### src/rtl/muldiv_unit.sv
// Iterative multiply/divide unit: radix-2 shift-add multiply and restoring divide,
// wide (W-bit) or byte (W/2-bit) operands, signed or unsigned.
//   state | meaning
//   IDLE  | waiting for start; operands captured on start
//   LOAD  | operands to magnitudes, divisor checks, count preset
//   ITER  | one radix-2 step per ce cycle, N steps
//   FIX   | sign correction, overflow check, results registered, done pulsed
module muldiv_unit #(
    parameter int W = 16
) (
    input  logic         clk,
    input  logic         reset,
    input  logic         ce,
    input  logic         start,
    input  logic [1:0]   op,
    input  logic         wide,
    input  logic [W-1:0] ta,
    input  logic [W-1:0] tb,
    input  logic [W-1:0] tc,
    output logic [W-1:0] result_lo,
    output logic [W-1:0] result_hi,
    output logic         cy,
    output logic         v,
    output logic         div_error,
    output logic         busy,
    output logic         done
);
    localparam int H  = W / 2;
    localparam int CW = $clog2(W);

    typedef enum logic [1:0] {IDLE, LOAD, ITER, FIX} state_t;
    state_t state, state_nxt;

    logic [1:0]     op_q;
    logic           wide_q, sign_a_q, sign_b_q, err_q;
    logic [2*W-1:0] a_q, acc_q;
    logic [W-1:0]   b_q;
    logic [CW-1:0]  cnt_q;
    logic           is_div, is_signed;

    assign is_div    = op_q[1];
    assign is_signed = op_q[0];

    // Operand conditioning for LOAD
    logic [2*W-1:0] a_ext, mag_a;
    logic [W-1:0]   b_ext, mag_b, r_init, q_init;
    logic           sa, sb, div_zero, div_hi;

    always_comb begin
        if (is_div && wide_q)
            a_ext = a_q;
        else if (is_div || wide_q)
            a_ext = {{W{is_signed & a_q[W-1]}}, a_q[W-1:0]};
        else
            a_ext = {{(2*W-H){is_signed & a_q[H-1]}}, a_q[H-1:0]};
        b_ext    = wide_q ? b_q : {{H{is_signed & b_q[H-1]}}, b_q[H-1:0]};
        sa       = is_signed & a_ext[2*W-1];
        sb       = is_signed & b_ext[W-1];
        mag_a    = sa ? -a_ext : a_ext;
        mag_b    = sb ? -b_ext : b_ext;
        r_init   = wide_q ? mag_a[2*W-1:W] : {{H{1'b0}}, mag_a[W-1:H]};
        q_init   = wide_q ? mag_a[W-1:0]   : {mag_a[H-1:0], {H{1'b0}}};
        div_zero = (mag_b == '0);
        div_hi   = (r_init >= mag_b);
    end

    // Restoring divide step: partial remainder in acc_q upper half, quotient shifts into lower half
    logic [W:0]   r_sh;
    logic [W-1:0] r_sub;
    logic         q_bit;

    always_comb begin
        r_sh  = {acc_q[2*W-1:W], acc_q[W-1]};
        r_sub = r_sh[W-1:0] - b_q;
        q_bit = (r_sh >= {1'b0, b_q});
    end

    // Sign fix-up and flag evaluation for FIX
    logic [2*W-1:0] prod;
    logic [W-1:0]   quot_mag, rem_mag, quot, rem, q_lim;
    logic           neg_q, q_ovf, mul_flag;

    always_comb begin
        neg_q    = sign_a_q ^ sign_b_q;
        prod     = neg_q ? -acc_q : acc_q;
        quot_mag = wide_q ? acc_q[W-1:0] : {{H{1'b0}}, acc_q[H-1:0]};
        rem_mag  = acc_q[2*W-1:W];
        quot     = neg_q ? -quot_mag : quot_mag;
        rem      = sign_a_q ? -rem_mag : rem_mag;
        q_lim    = wide_q ? {1'b1, {(W-1){1'b0}}} : {{H{1'b0}}, 1'b1, {(H-1){1'b0}}};
        q_ovf    = is_signed & (neg_q ? (quot_mag > q_lim) : (quot_mag >= q_lim));
        if (wide_q)
            mul_flag = is_signed ? (prod[2*W-1:W] != {W{prod[W-1]}}) : (prod[2*W-1:W] != '0);
        else
            mul_flag = is_signed ? (prod[W-1:H] != {H{prod[H-1]}}) : (prod[W-1:H] != '0);
    end

    always_ff @(posedge clk) begin
        if (reset)
            state <= IDLE;
        else if (ce)
            state <= state_nxt;
    end

    always_comb begin
        state_nxt = state;
        case (state)
            IDLE:    if (start) state_nxt = LOAD;
            // Signed quotient overflow is only reported after iterating, in FIX
            LOAD:    state_nxt = (is_div && (div_zero || (div_hi && !is_signed))) ? FIX : ITER;
            ITER:    if (cnt_q == '0) state_nxt = FIX;
            FIX:     state_nxt = IDLE;
            default: state_nxt = IDLE;
        endcase
    end

    always_comb begin
        busy = start | (state != IDLE);
    end

    always_ff @(posedge clk) begin
        if (ce) begin
            case (state)
                IDLE: if (start) begin
                    a_q    <= {tc, ta};
                    b_q    <= tb;
                    op_q   <= op;
                    wide_q <= wide;
                end
                LOAD: begin
                    sign_a_q <= sa;
                    sign_b_q <= sb;
                    b_q      <= mag_b;
                    cnt_q    <= wide_q ? CW'(W-1) : CW'(H-1);
                    err_q    <= is_div & (div_zero | div_hi);
                    if (is_div)
                        acc_q <= {r_init, q_init};
                    else begin
                        acc_q <= '0;
                        a_q   <= mag_a;
                    end
                end
                ITER: begin
                    cnt_q <= cnt_q - CW'(1);
                    if (is_div)
                        acc_q <= {(q_bit ? r_sub : r_sh[W-1:0]), acc_q[W-2:0], q_bit};
                    else begin
                        if (b_q[0]) acc_q <= acc_q + a_q;
                        a_q <= a_q << 1;
                        b_q <= b_q >> 1;
                    end
                end
                default: ;
            endcase
        end
    end

    always_ff @(posedge clk) begin
        if (reset) begin
            result_lo <= '0;
            result_hi <= '0;
            cy        <= 1'b0;
            v         <= 1'b0;
            div_error <= 1'b0;
            done      <= 1'b0;
        end else if (ce) begin
            done <= (state == FIX);
            if (state == FIX) begin
                if (!is_div) begin
                    result_lo <= prod[W-1:0];
                    result_hi <= wide_q ? prod[2*W-1:W] : '0;
                    cy        <= mul_flag;
                    v         <= mul_flag;
                    div_error <= 1'b0;
                end else if (err_q || q_ovf) begin
                    div_error <= 1'b1;
                end else begin
                    result_lo <= wide_q ? quot : {rem[H-1:0], quot[H-1:0]};
                    result_hi <= wide_q ? rem : '0;
                    cy        <= 1'b0;
                    v         <= 1'b0;
                    div_error <= 1'b0;
                end
            end
        end
    end
endmodule
### config.mk
export PLATFORM = sky130hd
export DESIGN_NAME = muldiv_unit
export DESIGN_NICKNAME = d
export VERILOG_FILES = /design/src/rtl/muldiv_unit.sv
export SDC_FILE = /design/constraint.sdc
export NUM_CORES = 1
export LEC_CHECK = 0
export CORE_MARGIN = 8
export CORE_UTILIZATION = 50
export DETAILED_ROUTE_END_ITERATION = 10
export GPL_ROUTABILITY_DRIVEN = 1
export PLACE_DENSITY = 0.7
export SLEW_MARGIN = 20
export SYNTH_ARGS = -nofsm -noshare
export SYNTH_HDL_FRONTEND = slang
export SYNTH_SLANG_ARGS = --single-unit
export TNS_END_PERCENT = 10
### constraint.sdc
create_clock -name clk -period 4.8 [get_ports clk]
set_clock_uncertainty 0.1 [all_clocks]
set_input_delay 0.48 -clock clk [delete_from_list [all_inputs] [get_ports clk]]
set_output_delay 0.48 -clock clk [all_outputs]
set_load 0.02 [all_outputs]
* Word-level counts from Yosys, hierarchy flattened
Cells that the tools add are included.
Widths: inputs -> output; s select.
** Storage, ports and cells
- Flip-flop bits (word level) :: 127
- Input bits :: 55
- Output and inout port bits :: 37
- Logic and storage cells :: 117
** Cells by class
- Add/subtract/negate cells :: 8
- Order comparisons :: 4
- Equality and inequality tests :: 11
- Multiplexer cells :: 45
- Bitwise logic cells :: 10
- Reduce and logical (&&, ||, !) cells :: 24
** Operators by type and width (number)
- $mux 32 :: 10
- $mux 16 :: 18
- $pmux 32 s3 :: 1
- $neg 32->32 :: 2
- $pmux 32 s2 :: 1
- $neg 16->16 :: 3
- $pmux 16 s3 :: 1
- $add 32x32->32 :: 1
- $ge 16x16->1 :: 2
- $ge 17x16->1 :: 1
- $gt 16x16->1 :: 1
- $logic_not 16->1 :: 1
- $ne 16x16->1 :: 1
- $reduce_bool 16->1 :: 1
- $sub 16x16->16 :: 1
- $reduce_and 3->1 :: 4
- $ne 2x2->1 const B :: 5
- $mux 1 :: 9
- $ne 8x8->1 :: 1
- $pmux 2 s4 :: 1
- $pmux 4 s2 :: 1
- $reduce_bool 8->1 :: 1
- $and 1x1->1 :: 7
- $reduce_and 2->1 :: 3
- other kinds (17) :: 25

* Logic depth before layout (Yosys ltp)
Gate-level depths: netlist of the first run.
- Depth after elaboration :: 12
- Depth in mapped cells :: 18
- Mapped depth without buffers :: 17

* Least setup slack after synthesis of the first run
Ideal clock, no wire load.
- Path kind :: flip-flop to flip-flop
- Start :: register state[0]
- End :: register a_q[0] (enable)
- Setup time :: 470 ps
- Arrival :: 4385 ps
- Data required time :: 4230 ps
- Path slack :: -155 ps
- Stages on the path, launching flop included :: 8
- Path buffers :: 1
- Period minus slack after synthesis :: 4955 ps
- Path through :: dfxtp_1 -> inv_1 -> ha_1 -> clkbuf_1 -> inv_1 -> o21ai_0 -> a21oi_1 -> a21boi_0
** Between the ends
- Cells in the longest elaborated chain, start to end :: 3
- Elaborated cells on any way between the ends :: 8
- Those cells by class :: 5 x eq/ne; 3 x reduce/logical
** RTL lines
- start: declaration :: line 32 : state_t state, state_nxt;
- start signal: assignment :: line 102 : state <= state_nxt;
- $eq 2x1->1, or another cell as far along :: line 123 : case (state)
- $ne 2x2->1 (no line) or $reduce_bool 3->1 (tied branches)
- $reduce_and 5->1 (no line) *
- end signal: assignment :: line 125 : a_q <= {tc, ta};
- end signal: assignment :: line 140 : a_q <= mag_a;
- end signal: assignment :: line 149 : a_q <= a_q << 1;
- end: declaration :: line 36 : logic [2*W-1:0] a_q, acc_q;
Every way passes the cells marked *; elsewhere a longest branch is shown, timed or not.
A chain may end at the register's enable or synchronous reset.

* Worst setup path after layout of the first run
- Start :: register wide_q
- End :: register state[0]
** Between the ends
- Cells in the longest elaborated chain, start to end :: 12
- Elaborated cells on any way between the ends :: 19
- Those cells by class :: 2 x add/sub; 1 x order compare; 8 x mux; 2 x bitwise; 6 x reduce/logical
** RTL lines
- start: declaration :: line 35 : logic wide_q, sign_a_q, sign_b_q, err_q;
- start signal: assignment :: line 128 : wide_q <= wide;
- $logic_or 1x1->1 :: line 52 : else if (is_div || wide_q)
- $mux 32 :: line 52
- $mux 32 :: line 50 : if (is_div && wide_q)
- $neg 32->32 or $and 1x1->1 (tied branches) :: line 59, 57
- $mux 32 :: line 59 : mag_a = sa ? -a_ext : a_ext;
- $mux 16 :: line 61 : r_init = wide_q ? mag_a[2*W-1:W] : {{H{1'b0}}, mag_a[W-1:H]};
- $ge 16x16->1 :: line 64 : div_hi = (r_init >= mag_b);
- $logic_and 1x1->1 :: line 110 : LOAD: state_nxt = (is_div && (div_zero || (div_hi && !is_signed))) ? FIX : ITER;
- $logic_or 1x1->1 * :: line 110
- $logic_and 1x1->1 * :: line 110
- $mux 1 * :: line 110
- $pmux 2 s4 * :: line 107 : case (state)
Marked as above.

==> impl_metrics.env, run 1 <==
export IMPL_cts_tree="built"
export IMPL_ys_ff_latch=127
export IMPL_coreArea_um2=24900
export IMPL_cellPowerDensity_nw_per_um2=271
export IMPL_cap_violations=0
export IMPL_grt_total_usage=0.289
export IMPL_clock_path_buffers=2
export IMPL_placement_io_buffers=91
export IMPL_postCtsSetupBuffers=0
export IMPL_power_internal_mw=2.45
export IMPL_grt_pass1_vias=11898
export IMPL_period_needed_ns=4.28
export IMPL_reg2regPathDepth=14
export IMPL_max_freq_mhz=234
export IMPL_avgSynthCellArea_um2=8.07
export IMPL_cts_clk_slew_worst_paths_ns=0.07
export IMPL_diodes=0
export IMPL_dpl_hpwl_mm=34.0
export IMPL_end_kind="flop"
export IMPL_vdd_ir_drop_max_v=0.000221
export IMPL_vias=12828
export IMPL_most_common_layout_cells="a21oi_1, nor2_1, nand2_1, clkdlybuf4s50_1, edfxtp_1"
export IMPL_arrival_ns=4.54
export IMPL_fp_dieH_um=174
export IMPL_num_fill_cells=2328
export IMPL_cts_sinks=127
export IMPL_vias_per_cell=6.62
export IMPL_whs_path_depth=2
export IMPL_crit_chain="buf_4, a211o_1, o41a_1, or3b_4, nor3_1, a221oi_1, a21oi_1, inv_1, ha_1, and4_1, o211ai_1, or3_1, a31o_2, a31oi_1"
export IMPL_syn_nets=1683
export IMPL_row_count=58
export IMPL_area_growth_pct=14.4
export IMPL_postLayoutCoreUtil=0.576
export IMPL_yosysUniqueCellTypes=100
export IMPL_ys_warn_count=0
export IMPL_routed_wl_mm=45.0
export IMPL_drt_pass1_iter_count=6
export IMPL_regArea_um2=3440
export IMPL_cts_htree_levels=4
export IMPL_holdBufCountCts=0
export IMPL_status="finished clean"
export IMPL_relSlewSlack=0.372
export IMPL_place_congestion=0.976
export IMPL_leakagePower_nw=5.17
export IMPL_switching_share=0.367
export IMPL_setup_violations=0
export IMPL_final_nets=1726
export IMPL_cp_data_required_time_ns=5.06
export IMPL_stdcell_count=1938
export IMPL_syn_inst=1552
export IMPL_hp_class="reg -> reg"
export IMPL_p_seq_frac=0.352
export IMPL_post_route_period_util=0.891
export IMPL_antenna_found_initial=0
export IMPL_clk_latency_ns=0.44
export IMPL_slew_viol_final=0
export IMPL_worst_setup_path_start_kind="flop"
export IMPL_synth_edf_count=90
export IMPL_die_x_um=174
export IMPL_multi_input_area_um2=8470
export IMPL_cp_top_family="compound AO/OA/AOI/OAI gates"
export IMPL_rsz0062_at_grt="no"
export IMPL_post_route_cell_area_um2=14300
export IMPL_clkPwrFrac=0.339
export IMPL_grt_overflow=0
export IMPL_postRouteAntennaNets=0
export IMPL_initial_utilization=0.503
export IMPL_post_cts_resized=0
export IMPL_tightest_slew_ns=0.941
export IMPL_tns_ns=0
export IMPL_async_reset_ff_frac=0
export IMPL_design_die_area_um2=30400
export IMPL_grt_max_degree=85
export IMPL_slowest_delay_ns=0.58
export IMPL_grt_pass1_wl_mm=69.5
export IMPL_drc_errors=0
export IMPL_drt_iter0_drc=1975
export IMPL_cts_buffers=17
export IMPL_top_level_ports=92
export IMPL_switching_power_mw=1.42
export IMPL_criticalPathCategory="reg -> reg"
export IMPL_synthFlopType="edfxtp_1"
export IMPL_cp_depth=14
export IMPL_path_buf_inv=2
export IMPL_slowest_stage="edfxtp_1"
export IMPL_dp_cells=1906
export IMPL_synth_seq_area_share=0.275
export IMPL_hold_viol=0
export IMPL_dpl_cell_area_um2=13800
export IMPL_p_comb_frac=0.309
export IMPL_cts_root_buf="clkbuf_16"
export IMPL_drive_gt1_frac=0.0703
export IMPL_wire_per_inst_um=23.2
export IMPL_final_common_cell="a21oi_1"
export IMPL_crit_path_max_fanout=13
export IMPL_syn_area_um2=12500
worst register-to-register path, stage by stage, from the launching register on:
cell,delay [ns]
edfxtp_1,0.58
buf_4,0.28
a211o_1,0.32
o41a_1,0.18
or3b_4,0.43
nor3_1,0.35
a221oi_1,0.13
a21oi_1,0.38
inv_1,0.10
ha_1,0.28
and4_1,0.21
o211ai_1,0.11
or3_1,0.41
a31o_2,0.22
a31oi_1,0.15
per-layer routing:
layer  track usage  share of wire  vias to the layer above
met5             0              0                        -
met1         0.409           0.44                     6084
li1              -              -                     5918
met3        0.0484          0.091                      116
met4         0.123          0.037                        0
met2         0.426           0.43                      710
flip-flops by register name, indices dropped and copies added (netlist names):
signal     count
a_q           32
acc_q         32
b_q           16
cnt_q          4
div_error      1
done           1
err_q          1
op_q           2
result_hi     16
result_lo     16
sign_a_q       1
sign_b_q       1
state          2
v              1
wide_q         1
cell type report:
cell class / instances / area share
Timing Repair Buffer: 129 / 0.0849
Clock buffer: 18 / 0.0300
Inverter: 60 / 0.0157
Multi-Input combinational cell: 1260 / 0.591
Clock inverter: 14 / 0.00917
Tap cell: 330 / 0.0288
Sequential cell: 127 / 0.240
power groups by stage:
| stage | Sequential, mW | Clock (mW) | Combinational [mW] |
|---|---|---|---|
| floorplan | 1.33 | 0 | 0.846 |
| global placement | 1.38 | 0 | 1.16 |
| detailed placement | 1.38 | 0 | 1.16 |
| CTS | 1.36 | 1.32 | 1.17 |
| global route | 1.37 | 1.36 | 1.30 |
| finish | 1.36 | 1.32 | 1.20 |
synth_stat cells (8+ instances only):
cell type	count	area [µm²]
a31oi_1	23	144
nor4_1	10	62.6
a21o_1	22	165
and2_1	13	81.3
clkbuf_1	76	285
o22ai_1	13	81.3
edfxtp_1	90	2700
nand4_1	17	106
mux2i_1	17	170
dfxtp_1	37	741
a41oi_1	9	78.8
o21bai_1	8	60.1
nand3_1	28	140
nand2b_1	18	113
nand2_1	136	510
o21a_1	27	203
xnor2_1	75	657
and3_1	14	87.6
nor2b_1	11	68.8
ha_1	74	926
o31ai_1	16	120
nor3_1	40	200
nor2_1	146	548
xor2_1	38	333
o221ai_1	15	131
o211ai_1	23	173
a211oi_1	25	188
inv_1	58	218
a21oi_1	154	771
buf_2	20	100
a22oi_1	33	248
o21ai_0	79	395
or3_1	14	87.6
kinds of logic (layout without fill, tap and decap cells):
family / after synthesis / count (layout) / synth area share
AOI/OAI and AO/OA: 553 / 553 / 0.300
muxes: 21 / 21 / 0.0172
xor gates and xnor gates: 115 / 115 / 0.0816
and+or+nand+nor: 495 / 495 / 0.196
buffers and inverters: 165 / 221 / 0.0530
adders and majority gates: 76 / 76 / 0.0771
DFF: 127 / 127 / 0.275
worst paths after layout:
path | startpoint | end | slack (ns)
worst max register to register | wide_q$_DFFE_PP_ | state[0]$_SDFFE_PP0P_ | 0.52
worst min register to register | result_lo[14]$_SDFFE_PP0P_ | result_lo[14]$_SDFFE_PP0P_ | 0.35
worst max-delay path | wide_q$_DFFE_PP_ | state[0]$_SDFFE_PP0P_ | 0.52
worst min-delay path | result_lo[14]$_SDFFE_PP0P_ | result_lo[14]$_SDFFE_PP0P_ | 0.35
through the flow:
stage	total power, mW	setup WS [ns]	hold slack (ns)
3_5_place_dp	2.54	0.688	0.346
2_1_floorplan	2.18	0.666	0.430
4_1_cts	3.85	0.667	0.355
3_3_place_gp	2.54	0.837	0.339
5_1_grt	4.03	0.358	0.374
6_report	3.88	0.524	0.352
(Power assumes the default switching activity.)
==> run 2, diff against run 1 <==
--- a/config.mk
+++ b/config.mk
@@ -7,9 +7,11 @@
 export LEC_CHECK = 0
 export CORE_MARGIN = 8
 export CORE_UTILIZATION = 50
+export CTS_CLUSTER_DIAMETER = 60
 export DETAILED_ROUTE_END_ITERATION = 10
+export DONT_BUFFER_PORTS = 1
 export GPL_ROUTABILITY_DRIVEN = 1
-export PLACE_DENSITY = 0.7
+export PLACE_DENSITY = 0.66
 export SLEW_MARGIN = 20
 export SYNTH_ARGS = -nofsm -noshare
 export SYNTH_HDL_FRONTEND = slang
==> impl_metrics.env, run 2 (synthesis gave the netlist of run 1 again) <==
export IMPL_cts_buffers=17
export IMPL_place_congestion=0.974
export IMPL_design_die_area_um2=30400
export IMPL_diodes=0
export IMPL_postLayoutCoreUtil=0.539
export IMPL_grt_pass1_wl_mm=67.1
export IMPL_r2r_start="wide_q$_DFFE_PP_"
export IMPL_max_freq_mhz=237
export IMPL_post_cts_resized=0
export IMPL_layout_setup_ws_ns=0.589
export IMPL_drt_pass1_iter_count=6
export IMPL_most_common_layout_cells="a21oi_1, nor2_1, nand2_1, edfxtp_1, o21ai_0"
export IMPL_grt_pass1_vias=11284
export IMPL_drc_errors=0
export IMPL_cp_endpoint="state[0]$_SDFFE_PP0P_"
export IMPL_routed_wl_mm=43.2
export IMPL_relSlewSlack=0.403
export IMPL_status="finished clean"
export IMPL_placement_io_buffers=0
export IMPL_vias_per_cell=6.74
export IMPL_cts_clk_slew_worst_paths_ns=0.07
export IMPL_cts_sinks=127
export IMPL_hp_class="in -> reg"
export IMPL_fp_dieH_um=174
export IMPL_period_needed_ns=4.21
export IMPL_final_nets=1634
export IMPL_dpl_hpwl_mm=32.8
export IMPL_cellPowerDensity_nw_per_um2=283
export IMPL_setup_violations=0
export IMPL_tightest_slew_ns=0.894
export IMPL_reg2regPathDepth=14
export IMPL_worst_setup_path_start_kind="flop"
export IMPL_antenna_found_initial=0
export IMPL_slew_viol_final=0
export IMPL_leakagePower_nw=4.82
export IMPL_cts_htree_levels=4
export IMPL_timing_reg2reg_setup_slack_ns=0.59
export IMPL_final_common_cell="a21oi_1"
export IMPL_vias=12446
export IMPL_hold_viol=0
export IMPL_arrival_ns=4.47
export IMPL_reg2reg_to="state[0]$_SDFFE_PP0P_"
export IMPL_top_level_ports=92
export IMPL_cap_violations=0
export IMPL_end_kind="flop"
export IMPL_drive_gt1_frac=0.0739
export IMPL_drt_iter0_drc=1976
export IMPL_grt_max_degree=84
export IMPL_cts_root_buf="clkbuf_16"
export IMPL_coreArea_um2=24900
export IMPL_rsz0062_at_grt="no"
export IMPL_area_growth_pct=7.05
export IMPL_clock_path_buffers=2
export IMPL_holdBufCountCts=0
export IMPL_clk_latency_ns=0.43
export IMPL_post_route_period_util=0.877
export IMPL_row_count=58
export IMPL_postRouteAntennaNets=0
export IMPL_crit_start="wide_q$_DFFE_PP_"
export IMPL_cts_tree="built"
export IMPL_pre_cts_ws_ns=0.738
export IMPL_tns_ns=0
export IMPL_initial_utilization=0.503
export IMPL_grt_total_usage=0.278
export IMPL_postCtsSetupBuffers=0
export IMPL_crit_path_max_fanout=13
export IMPL_biggestRegsByFlops="a_q x32, acc_q x32"
export IMPL_die_x_um=174
export IMPL_grt_overflow=0
export IMPL_criticalPathCategory="reg -> reg"
export IMPL_cp_data_required_time_ns=5.06
export IMPL_vdd_ir_drop_max_v=0.000187
export IMPL_wire_per_inst_um=23.4
[run 2: changes by cell type in the layout (fill, tap and decap cells not counted)]
cell,before,now
inv_6,6,5
clkinv_1,3,4
clkinv_4,2,3
clkbuf_1,1,0
clkdlybuf4s50_1,91,0
buf_4,37,36
[run 2: final cells by class]
class	instances	area, µm²
Clock buffer	17	425
Clock inverter	15	135
Fill cell	2363	11500
Inverter	60	225
Multi-Input combinational cell	1260	8470
Sequential cell	127	3440
Tap cell	330	413
Timing Repair Buffer	37	298
[run 2: worst min path at each step]
stage	startpoint	end	slack (ns)	cells after the start
2_1_floorplan	result_lo[12]$_SDFFE_PP0P_	result_lo[12]$_SDFFE_PP0P_	0.43	2
3_3_place_gp	result_lo[10]$_SDFFE_PP0P_	result_lo[10]$_SDFFE_PP0P_	0.44	2
3_5_place_dp	result_lo[10]$_SDFFE_PP0P_	result_lo[10]$_SDFFE_PP0P_	0.45	2
4_1_cts	reset	result_lo[8]$_SDFFE_PP0P_	0.01	1
5_1_grt	reset	result_lo[8]$_SDFFE_PP0P_	0.002	1
6_report	reset	result_lo[10]$_SDFFE_PP0P_	0.02	1
[run 2: stage by stage]
step	hold slack [ns]	std cells	total power, mW	cell area [µm²]
floorplan	0.430	1552	2.18	12500
finish	0.0172	1846	3.79	13400
CTS	0.00971	1846	3.77	13400
global placement	0.439	1813	2.48	12800
detailed placement	0.448	1814	2.49	12800
global route	0.00202	1846	3.96	13400
[run 2: where the power goes]
part	internal, mW	leakage, nW	switching (mW)
sequential	1.26	1.12	0.106
clock	0.719	0.266	0.576
combinational	0.438	3.43	0.699
total	2.41	4.82	1.38
[run 2: metal layers]
metal,track usage,share of wire,up-vias
met2,0.411,0.42,740
met1,0.399,0.44,5872
met5,0,0,-
li1,-,-,5739
met3,0.0499,0.11,95
met4,0.0944,0.030,0
[run 2: critical path, cell delays in order, from the launching register on]
cell and delay (ns):
edfxtp_1 0.65, nor2_1 0.09, buf_4 0.18, o41a_1 0.42, or3b_4 0.43, nor3_1 0.37
a221oi_1 0.14, a21oi_1 0.34, inv_1 0.08, ha_1 0.27, and4_1 0.21, o211ai_1 0.09
or3_1 0.40, a31o_2 0.21, a31oi_1 0.14
